[src/rtl/riscv_v_pkg.sv]
// Shared types for the vector execute issue sequencer: element sizes, FSM states,
// vl / element-mask types and the elements-per-register helper.
package riscv_v_pkg;

   localparam int VREG_BYTES    = 16;
   localparam int MAX_LMUL_LOG2 = 3;
   localparam int VL_W          = 8;
   localparam int EPR_W         = $clog2(VREG_BYTES) + 1;
   localparam int BEAT_W        = (MAX_LMUL_LOG2 > 0) ? MAX_LMUL_LOG2 : 1;
   localparam int PROD_W        = VL_W + 1;

   typedef enum logic [1:0] {
      OSIZE_8  = 2'd0,
      OSIZE_16 = 2'd1,
      OSIZE_32 = 2'd2,
      OSIZE_64 = 2'd3
   } riscv_v_osize_e;

   typedef enum logic [1:0] {
      ST_IDLE     = 2'd0,
      ST_ISSUE    = 2'd1,
      ST_MUL_WAIT = 2'd2
   } riscv_v_exe_ctrl_state_e;

   typedef logic [VL_W-1:0]       riscv_v_vl_t;
   typedef logic [VREG_BYTES-1:0] riscv_v_elem_mask_t;
   typedef logic [EPR_W-1:0]      riscv_v_epr_t;

   function automatic riscv_v_epr_t riscv_v_epr(input riscv_v_osize_e osize);
      riscv_v_epr_t full;
      full = riscv_v_epr_t'(VREG_BYTES);
      return full >> osize;
   endfunction

endpackage

[src/rtl/riscv_v_exe_ctrl_if.sv]
// Request / beat / writeback bundle between the decoder side (master) and the sequencer (slave).
interface riscv_v_exe_ctrl_if;
   import riscv_v_pkg::*;

   logic               req_valid;
   logic               req_ready;
   riscv_v_osize_e     req_osize;
   riscv_v_vl_t        req_vl;
   logic [2:0]         req_lmul_log2;
   logic [4:0]         req_vs1;
   logic [4:0]         req_vs2;
   logic [4:0]         req_vd;
   logic               req_is_mul;
   logic               req_is_reduct;
   logic               wb_ready;
   logic               alu_valid;
   logic [4:0]         alu_vs1;
   logic [4:0]         alu_vs2;
   logic [4:0]         alu_vd;
   riscv_v_osize_e     alu_osize;
   riscv_v_elem_mask_t alu_elem_mask;
   logic               alu_first;
   logic               alu_last;
   logic               wb_valid;
   logic               busy;

   modport master (
      output req_valid, req_osize, req_vl, req_lmul_log2, req_vs1, req_vs2, req_vd,
             req_is_mul, req_is_reduct, wb_ready,
      input  req_ready, alu_valid, alu_vs1, alu_vs2, alu_vd, alu_osize, alu_elem_mask,
             alu_first, alu_last, wb_valid, busy
   );

   modport slave (
      input  req_valid, req_osize, req_vl, req_lmul_log2, req_vs1, req_vs2, req_vd,
             req_is_mul, req_is_reduct, wb_ready,
      output req_ready, alu_valid, alu_vs1, alu_vs2, alu_vd, alu_osize, alu_elem_mask,
             alu_first, alu_last, wb_valid, busy
   );

endinterface

[src/rtl/riscv_v_tail_mask_gen.sv]
// Combinational tail mask and last-beat detect for one register-sized beat.
module riscv_v_tail_mask_gen
   import riscv_v_pkg::*;
(
   input  logic [BEAT_W-1:0] beat,
   input  riscv_v_epr_t      epr,
   input  riscv_v_vl_t       vl_eff,
   output riscv_v_elem_mask_t elem_mask,
   output logic              last
);

   logic [PROD_W-1:0] base_s;

   // Element i is live when it exists at this osize and sits below vl_eff.
   always_comb begin
      base_s    = PROD_W'(beat) * PROD_W'(epr);
      elem_mask = '0;
      for (int i = 0; i < VREG_BYTES; i++) begin
         if ((EPR_W'(i) < epr) && ((base_s + PROD_W'(i)) < PROD_W'(vl_eff))) begin
            elem_mask[i] = 1'b1;
         end else begin
            elem_mask[i] = 1'b0;
         end
      end
      last = ((PROD_W'(beat) + PROD_W'(1)) * PROD_W'(epr)) >= PROD_W'(vl_eff);
   end

endmodule

[src/rtl/riscv_v_exe_ctrl.sv]
// Vector ALU issue sequencer: splits one instruction into per-register beats.
// Optional perf counters enabled by defining RISCV_V_EXE_CTRL_PERF_EN.
module riscv_v_exe_ctrl
   import riscv_v_pkg::*;
#(
   parameter int MUL_LAT = 2
)(
   input  logic clk,
   input  logic rst,
   riscv_v_exe_ctrl_if.slave bus
`ifdef RISCV_V_EXE_CTRL_PERF_EN
   ,
   output logic [31:0] perf_instr_cnt,
   output logic [31:0] perf_beat_cnt,
   output logic [31:0] perf_stall_cnt
`endif
);

   localparam int CNT_W = (MUL_LAT > 1) ? $clog2(MUL_LAT) : 1;
   localparam logic [CNT_W-1:0] LAST_CNT = CNT_W'(MUL_LAT - 1);

   riscv_v_exe_ctrl_state_e state_q, state_d;
   logic [BEAT_W-1:0]  beat_q, beat_d;
   logic [CNT_W-1:0]   cnt_q, cnt_d;
   riscv_v_epr_t       epr_q, epr_d;
   riscv_v_vl_t        vl_eff_q, vl_eff_d;
   riscv_v_osize_e     osize_q, osize_d;
   logic [4:0]         vs1_q, vs1_d, vs2_q, vs2_d, vd_q, vd_d;
   logic               is_mul_q, is_mul_d, is_red_q, is_red_d;
   logic               req_ready_q, req_ready_d, busy_q, busy_d, alu_valid_q, alu_valid_d;
   logic [4:0]         alu_vs1_q, alu_vs1_d, alu_vs2_q, alu_vs2_d, alu_vd_q, alu_vd_d;
   riscv_v_osize_e     alu_osize_q, alu_osize_d;
   riscv_v_elem_mask_t mask_q, mask_d, mask_s;
   logic               first_q, first_d, last_q, last_d, last_s, wb_valid_q, wb_valid_d;
   logic               accept_s, advance_s, beat_done_s;
   riscv_v_epr_t       req_epr_s;
   logic [2:0]         lmul_s;
   logic [15:0]        cap_s;
   riscv_v_vl_t        req_vl_eff_s;

   // Outputs are computed from the next beat so they can be registered.
   riscv_v_tail_mask_gen u_mask (
      .beat      (beat_d),
      .epr       (epr_d),
      .vl_eff    (vl_eff_d),
      .elem_mask (mask_s),
      .last      (last_s)
   );

   // Next-state, beat and latched-field update.
   always_comb begin
      state_d = state_q;   beat_d = beat_q;     cnt_d = cnt_q;
      epr_d = epr_q;       vl_eff_d = vl_eff_q; osize_d = osize_q;
      vs1_d = vs1_q;       vs2_d = vs2_q;       vd_d = vd_q;
      is_mul_d = is_mul_q; is_red_d = is_red_q;
      accept_s  = 1'b0;
      advance_s = 1'b0;
      beat_done_s  = !is_mul_q || (cnt_q == LAST_CNT);
      req_epr_s    = riscv_v_epr(bus.req_osize);
      lmul_s       = (bus.req_lmul_log2 > 3'(MAX_LMUL_LOG2)) ? 3'(MAX_LMUL_LOG2) : bus.req_lmul_log2;
      cap_s        = 16'(req_epr_s) << lmul_s;
      req_vl_eff_s = (16'(bus.req_vl) < cap_s) ? bus.req_vl : cap_s[VL_W-1:0];
      case (state_q)
         ST_IDLE: begin
            if (bus.req_valid) begin
               accept_s = 1'b1;
               epr_d    = req_epr_s;
               vl_eff_d = req_vl_eff_s;
               osize_d  = bus.req_osize;
               vs1_d    = bus.req_vs1;
               vs2_d    = bus.req_vs2;
               vd_d     = bus.req_vd;
               is_mul_d = bus.req_is_mul;
               is_red_d = bus.req_is_reduct;
               beat_d   = '0;
               cnt_d    = '0;
               state_d  = (req_vl_eff_s != '0) ? ST_ISSUE : ST_IDLE;
            end else begin
               state_d = ST_IDLE;
            end
         end
         ST_ISSUE, ST_MUL_WAIT: begin
            if (!beat_done_s) begin
               cnt_d   = cnt_q + CNT_W'(1);
               state_d = ST_MUL_WAIT;
            end else if (!wb_valid_q || bus.wb_ready) begin
               advance_s = 1'b1;
               cnt_d     = '0;
               if (last_q) begin
                  state_d = ST_IDLE;
               end else begin
                  beat_d  = beat_q + BEAT_W'(1);
                  state_d = ST_ISSUE;
               end
            end else begin
               state_d = state_q;
            end
         end
         default: state_d = ST_IDLE;
      endcase
   end

   // Registered beat outputs; everything except req_ready is zero while idle.
   always_comb begin
      req_ready_d = (state_d == ST_IDLE);
      busy_d      = (state_d != ST_IDLE);
      alu_valid_d = busy_d;
      if (busy_d) begin
         alu_vs1_d   = vs1_d + 5'(beat_d);
         alu_vs2_d   = vs2_d + 5'(beat_d);
         alu_vd_d    = is_red_d ? vd_d : (vd_d + 5'(beat_d));
         alu_osize_d = osize_d;
         mask_d      = mask_s;
         first_d     = (beat_d == '0);
         last_d      = last_s;
         wb_valid_d  = (!is_mul_d || (cnt_d == LAST_CNT)) && (!is_red_d || last_s);
      end else begin
         alu_vs1_d   = 5'd0;
         alu_vs2_d   = 5'd0;
         alu_vd_d    = 5'd0;
         alu_osize_d = OSIZE_8;
         mask_d      = '0;
         first_d     = 1'b0;
         last_d      = 1'b0;
         wb_valid_d  = 1'b0;
      end
   end

   // State and output registers with synchronous reset.
   always_ff @(posedge clk) begin
      if (rst) begin
         state_q <= ST_IDLE;  beat_q <= '0;      cnt_q <= '0;
         epr_q <= '0;         vl_eff_q <= '0;    osize_q <= OSIZE_8;
         vs1_q <= 5'd0;       vs2_q <= 5'd0;     vd_q <= 5'd0;
         is_mul_q <= 1'b0;    is_red_q <= 1'b0;
         req_ready_q <= 1'b1; busy_q <= 1'b0;    alu_valid_q <= 1'b0;
         alu_vs1_q <= 5'd0;   alu_vs2_q <= 5'd0; alu_vd_q <= 5'd0;
         alu_osize_q <= OSIZE_8; mask_q <= '0;
         first_q <= 1'b0;     last_q <= 1'b0;    wb_valid_q <= 1'b0;
      end else begin
         state_q <= state_d;  beat_q <= beat_d;  cnt_q <= cnt_d;
         epr_q <= epr_d;      vl_eff_q <= vl_eff_d; osize_q <= osize_d;
         vs1_q <= vs1_d;      vs2_q <= vs2_d;    vd_q <= vd_d;
         is_mul_q <= is_mul_d; is_red_q <= is_red_d;
         req_ready_q <= req_ready_d; busy_q <= busy_d; alu_valid_q <= alu_valid_d;
         alu_vs1_q <= alu_vs1_d; alu_vs2_q <= alu_vs2_d; alu_vd_q <= alu_vd_d;
         alu_osize_q <= alu_osize_d; mask_q <= mask_d;
         first_q <= first_d;  last_q <= last_d;  wb_valid_q <= wb_valid_d;
      end
   end

   assign bus.req_ready     = req_ready_q;
   assign bus.busy          = busy_q;
   assign bus.alu_valid     = alu_valid_q;
   assign bus.alu_vs1       = alu_vs1_q;
   assign bus.alu_vs2       = alu_vs2_q;
   assign bus.alu_vd        = alu_vd_q;
   assign bus.alu_osize     = alu_osize_q;
   assign bus.alu_elem_mask = mask_q;
   assign bus.alu_first     = first_q;
   assign bus.alu_last      = last_q;
   assign bus.wb_valid      = wb_valid_q;

`ifdef RISCV_V_EXE_CTRL_PERF_EN
   logic [31:0] perf_instr_q, perf_instr_d, perf_beat_q, perf_beat_d, perf_stall_q, perf_stall_d;

   // Free-running wrap-around event counters.
   always_comb begin
      perf_instr_d = perf_instr_q + (accept_s ? 32'd1 : 32'd0);
      perf_beat_d  = perf_beat_q + (advance_s ? 32'd1 : 32'd0);
      perf_stall_d = perf_stall_q + ((wb_valid_q && !bus.wb_ready) ? 32'd1 : 32'd0);
   end

   // Counter registers.
   always_ff @(posedge clk) begin
      if (rst) begin
         perf_instr_q <= 32'd0;
         perf_beat_q  <= 32'd0;
         perf_stall_q <= 32'd0;
      end else begin
         perf_instr_q <= perf_instr_d;
         perf_beat_q  <= perf_beat_d;
         perf_stall_q <= perf_stall_d;
      end
   end

   assign perf_instr_cnt = perf_instr_q;
   assign perf_beat_cnt  = perf_beat_q;
   assign perf_stall_cnt = perf_stall_q;
`endif

endmodule

[src/flat_wrapper.sv]
// flat-port wrapper written by rule: the top's interface ports become plain ports
module riscv_v_exe_ctrl_flat import riscv_v_pkg::*;
#(
   parameter int MUL_LAT = 2
)
  (clk, rst, bus_req_valid, bus_req_osize, bus_req_vl, bus_req_lmul_log2, bus_req_vs1, bus_req_vs2, bus_req_vd, bus_req_is_mul, bus_req_is_reduct, bus_wb_ready, bus_req_ready, bus_alu_valid, bus_alu_vs1, bus_alu_vs2, bus_alu_vd, bus_alu_osize, bus_alu_elem_mask, bus_alu_first, bus_alu_last, bus_wb_valid, bus_busy);
  riscv_v_exe_ctrl_if bus_i ();
  input  logic clk;
  input  logic rst;
  input wire logic [$bits(bus_i.req_valid)-1:0] bus_req_valid;
  input wire logic [$bits(bus_i.req_osize)-1:0] bus_req_osize;
  input wire logic [$bits(bus_i.req_vl)-1:0] bus_req_vl;
  input wire logic [$bits(bus_i.req_lmul_log2)-1:0] bus_req_lmul_log2;
  input wire logic [$bits(bus_i.req_vs1)-1:0] bus_req_vs1;
  input wire logic [$bits(bus_i.req_vs2)-1:0] bus_req_vs2;
  input wire logic [$bits(bus_i.req_vd)-1:0] bus_req_vd;
  input wire logic [$bits(bus_i.req_is_mul)-1:0] bus_req_is_mul;
  input wire logic [$bits(bus_i.req_is_reduct)-1:0] bus_req_is_reduct;
  input wire logic [$bits(bus_i.wb_ready)-1:0] bus_wb_ready;
  output wire logic [$bits(bus_i.req_ready)-1:0] bus_req_ready;
  output wire logic [$bits(bus_i.alu_valid)-1:0] bus_alu_valid;
  output wire logic [$bits(bus_i.alu_vs1)-1:0] bus_alu_vs1;
  output wire logic [$bits(bus_i.alu_vs2)-1:0] bus_alu_vs2;
  output wire logic [$bits(bus_i.alu_vd)-1:0] bus_alu_vd;
  output wire logic [$bits(bus_i.alu_osize)-1:0] bus_alu_osize;
  output wire logic [$bits(bus_i.alu_elem_mask)-1:0] bus_alu_elem_mask;
  output wire logic [$bits(bus_i.alu_first)-1:0] bus_alu_first;
  output wire logic [$bits(bus_i.alu_last)-1:0] bus_alu_last;
  output wire logic [$bits(bus_i.wb_valid)-1:0] bus_wb_valid;
  output wire logic [$bits(bus_i.busy)-1:0] bus_busy;
  assign bus_i.req_valid = bus_req_valid;
  assign bus_i.req_osize = bus_req_osize;
  assign bus_i.req_vl = bus_req_vl;
  assign bus_i.req_lmul_log2 = bus_req_lmul_log2;
  assign bus_i.req_vs1 = bus_req_vs1;
  assign bus_i.req_vs2 = bus_req_vs2;
  assign bus_i.req_vd = bus_req_vd;
  assign bus_i.req_is_mul = bus_req_is_mul;
  assign bus_i.req_is_reduct = bus_req_is_reduct;
  assign bus_i.wb_ready = bus_wb_ready;
  assign bus_req_ready = bus_i.req_ready;
  assign bus_alu_valid = bus_i.alu_valid;
  assign bus_alu_vs1 = bus_i.alu_vs1;
  assign bus_alu_vs2 = bus_i.alu_vs2;
  assign bus_alu_vd = bus_i.alu_vd;
  assign bus_alu_osize = bus_i.alu_osize;
  assign bus_alu_elem_mask = bus_i.alu_elem_mask;
  assign bus_alu_first = bus_i.alu_first;
  assign bus_alu_last = bus_i.alu_last;
  assign bus_wb_valid = bus_i.wb_valid;
  assign bus_busy = bus_i.busy;
  riscv_v_exe_ctrl #(.MUL_LAT(MUL_LAT)) u_core (.clk(clk), .rst(rst), .bus(bus_i));
endmodule
[config.mk]
export PLATFORM = sky130hd
export DESIGN_NAME = riscv_v_exe_ctrl_flat
export DESIGN_NICKNAME = d
export VERILOG_FILES = /design/src/rtl/riscv_v_pkg.sv /design/src/rtl/riscv_v_exe_ctrl_if.sv /design/src/rtl/riscv_v_tail_mask_gen.sv /design/src/rtl/riscv_v_exe_ctrl.sv /design/src/flat_wrapper.sv
export SDC_FILE = /design/constraint.sdc
export NUM_CORES = 1
export LEC_CHECK = 0
export ABC_AREA = 1
export CAP_MARGIN = 20
export CORE_AREA = 2 2 140 142
export DETAILED_ROUTE_END_ITERATION = 16
export DIE_AREA = 0 0 142 144
export SYNTH_ARGS = -nofsm -noshare
export SYNTH_HDL_FRONTEND = slang
export SYNTH_SLANG_ARGS = --single-unit
export TNS_END_PERCENT = 50
[constraint.sdc]
create_clock -name clk -period 15.65 [get_ports clk]
set_input_delay 1.565 -clock clk [delete_from_list [all_inputs] [get_ports clk]]
set_output_delay 1.565 -clock clk [all_outputs]
set_load 0.02 [all_outputs]
==> results by group <==
Run status
  • Status: completed

Clock tree
  • PostCTS Resize Cnt: 0
  • Clock Tree Root: clkbuf_16
  • TritonCTS clock tree: done
  • Clock Latency Late Sink: 0.35 ns
  • Setup Buffers After CTS: 0
  • Clock transition at the registers of the reported paths: 0.07 ns
  • CTS buffer count: 9
  • Clk buf depth: 2
  • Htree depth: 3
  • Hold_buf cts: 0
  • # clock sinks: 76

Timing
  • Post-layout min period: 7.65 ns
  • Max Clock Skew: 0.0156 ns
  • Final period util: 48.9%
  • Measured slew at the worst slew-check pin: 0.796 ns
  • RSZ-0062 raised after global routing: no
  • Max Slew Vio Count: 0
  • Setup WS post-layout: 8.00 ns
  • Final Setup Violations: 0
  • Achievable Freq: 0.131 GHz
  • Count of final hold-check violations: 0
  • Slew Limit Headroom: 45.4%
  • Setup TNS: 0 ns

Power
  • Lkg Pwr: 4.92 nW
  • Switching Share: 40.4%
  • Net Sw Power: 0.336 mW
  • Clock power frac: 26.3%
  • Total power draw: 0.832 mW
  • Power per cell area: 86.3 nW/um2
  • Maximum vdd drop: 0.0515 mV
  • Comb pwr share: 47.0%
  • Int Pwr: 0.496 mW
  • Sequential share of power: 26.7%

Die
  • Die Area: 20400 um2
  • Std cell rows: 51
  • DIE HEIGHT: 144 um
  • Die width: 142 um
  • Starting Density: 43.8%
  • Core Area: 19100 um2
  • IO Pins: 73

Finish
  • Layout cells sized above 1: 5.48%
  • P&R area growth vs syn: 15.3%
  • Ant diodes: 0
  • Fin util: 50.5%
  • Final Net Count: 1439

Route
  • Pre-antenna DRT Iters: 5
  • Vias per Instance: 5.16
  • Post-route ant nets: 0
  • Via count: 7632
  • Drt initial violations: 436
  • DRC: 0
  • Aggregate routed wire length: 23100 um
  • WL/cell: 15.6 um

GRT
  • Initial antenna violation count: 1
  • Vias in the first global route: 7406
  • First-pass GRT wire length: 37500 um
  • Largest net degree at the start of global routing: 39
  • GR Overflow Total: 0
  • Tot GR Track Use: 23.3%

Placed design
  • Port Buffer Count: 72
  • DP Wirelength: 17200 um
  • GP Congestion: 0.856
  • Place WS: 7.73 ns

Setup path
  • CP Launch Point: bus_req_valid
  • R2R depth: 24
  • Most used cell, CP: inv_1
  • Critical path arrival: 7.87 ns
  • Reg2Reg Setup Slack: 9.10 ns
  • Worst reg2reg startpoint: u_core.state_q[0]
  • Max stage delay cell, worst path: xnor2_4
  • WS Path Type: in2reg
  • Critical path peak fanout: 25
  • CP Cell Sequence: clkdlybuf4s50_1 > nand2_2 > inv_1 > nor2_1 > nand2_1 > fa_1 > inv_1 > ha_1 > inv_1 > fa_1 > xnor2_4 > ha_1 > inv_1 > nor2_4 > xor2_2 > o21ai_0 > inv_1 > ha_1 > nand4_1 > nor2_1 > nand2_1 > nand3_1 > nor2_1
  • CP peak stage delay: 0.69 ns
  • CP endpoint: u_core.bus.alu_elem_mask[2]
  • Reg2reg end: u_core.bus.alu_elem_mask[2]
  • Worst Setup End Kind: register
  • Worst EP required: 15.87 ns
  • Startpoint types: input pin

Logic synthesis
  • EDFF count, synth: 0
  • Top cells by count, synth: nand2_1, inv_1, nor2_1, ha_1, dfxtp_1
  • Gate count of the mapped netlist: 1167
  • Synth Net Count: 1370
  • Part of the Yosys area used for sequential elements: 18.2%
  • Top cells by area, synth: ha_1, dfxtp_1, nand2_1, inv_1, nor2_1
  • Distinct cells, synth: 49
  • Synthesized cell area: 8360 um2
  • Cell taking the most area after synthesis: ha_1
  • Fraction of registers with async set/reset: 0%
  • Top cell type's share of synthesized area: 23.3%
  • Flops & latches, synth: 76
  • Most common cell in the synthesized netlist: nand2_1
  • Mean Syn Cell Area: 7.16 um2
  • Top FF cell, synth: dfxtp_1
  • Yosys warning count: 0

Worst hold path
  • Worst min path class: reg2reg

Job
  • Max Cap Viol: 0
power groups by stage:
stage,Clock (mW),Combinational (mW),Sequential [mW]
after global placement,0,0.383,0.227
after global routing,0.230,0.444,0.224
after floorplan,0,0.251,0.242
after detailed placement,0,0.387,0.227
final,0.219,0.391,0.222
after CTS,0.223,0.390,0.222
how the worst min path moves through the flow:
stage | start | endpoint | depth (start not counted)
after global routing | u_core.osize_q[0] | u_core.osize_q[0] | 2
after detailed placement | u_core.vs2_q[4] | u_core.vs2_q[4] | 2
after CTS | u_core.vs2_q[4] | u_core.vs2_q[4] | 2
after floorplan | u_core.vd_q[4] | u_core.vd_q[4] | 2
final | u_core.vs2_q[4] | u_core.vs2_q[4] | 2
after global placement | u_core.vs2_q[4] | u_core.vs2_q[4] | 2
cell families (layout without fill, tap and decap cells):
kind of cell	Yosys count	count (layout)	share of synthesized area [%]
simple gates	460	460	23.8
buf+inv	203	277	9.70
compound gates	171	171	12.0
fa+ha+maj	169	169	26.5
xor+xnor	81	81	9.02
flops	76	76	18.2
mux	7	7	0.853
through the flow:
step / hold slack, ns / instance area, um2 / cells
after global routing: 0.549 / 9640 / 1479
final: 0.511 / 9640 / 1479
after CTS: 0.516 / 9640 / 1479
after detailed placement: 0.500 / 9330 / 1463
after floorplan: 0.480 / 8360 / 1167
after global placement: 0.492 / 9330 / 1463
critical path, delay by kind of cell:
| kind | cells | cell delay, ns |
|---|---|---|
| AOI/OAI and AO/OA | 1 | 0.26 |
| xor gates and xnor gates | 2 | 0.84 |
| adders and majority gates | 5 | 1.94 |
| buffers and inverters | 6 | 1.32 |
| and+or+nand+nor | 9 | 1.93 |
layout make-up:
| type | instances | area (um2) |
|---|---|---|
| inverters | 176 | 661 |
| repair buffers | 85 | 818 |
| clock inverters | 4 | 47.5 |
| fillers | 1941 | 9440 |
| flip-flops and latches | 76 | 1520 |
| multi-input cells | 888 | 6040 |
| clock buffers | 12 | 256 |
| well taps | 238 | 298 |
routing by layer:
layer  vias to the layer above  wire length, um  global-route usage (%)
li1                       3942                -                       -
met1                      3510            11600                    32.6
met2                       155            10300                    38.6
met3                        23              955                    2.95
met4                         2              255                    4.84
met5                         -               14                       0
state kept, by name, summed over array words and instances (netlist names), 2 cells and up:
register	count
u_core.bus.alu_vs1	5
u_core.bus.alu_vd	5
u_core.state_q	2
u_core.vs1_q	5
u_core.osize_q	2
u_core.bus.alu_vs2	5
u_core.bus.alu_elem_mask	16
u_core.vl_eff_q	8
u_core.bus.alu_osize	2
u_core.vs2_q	5
u_core.epr_q	5
u_core.beat_q	3
u_core.vd_q	5
cells in the final DEF (no fill, tap or decap), types with 3 or more instances in the layout:
cell / count
o21ai_2: 4
buf_4: 13
o21ai_1: 10
nand2_2: 4
a211oi_1: 8
ha_1: 156
xnor2_1: 21
or2_2: 11
xor2_1: 57
a31oi_1: 6
nor2_4: 5
o31ai_1: 3
nand4_1: 16
nor2_1: 168
fa_1: 13
mux2i_1: 6
a21o_1: 5
o21ai_0: 39
a21oi_1: 70
inv_2: 5
clkbuf_16: 9
nand2_4: 3
inv_1: 171
nand2_1: 176
dfxtp_1: 76
o211ai_1: 12
clkdlybuf4s50_1: 72
nand3b_1: 9
nand3_1: 53
nor3_1: 12
o21a_1: 3
(Power assumes the default switching activity.)
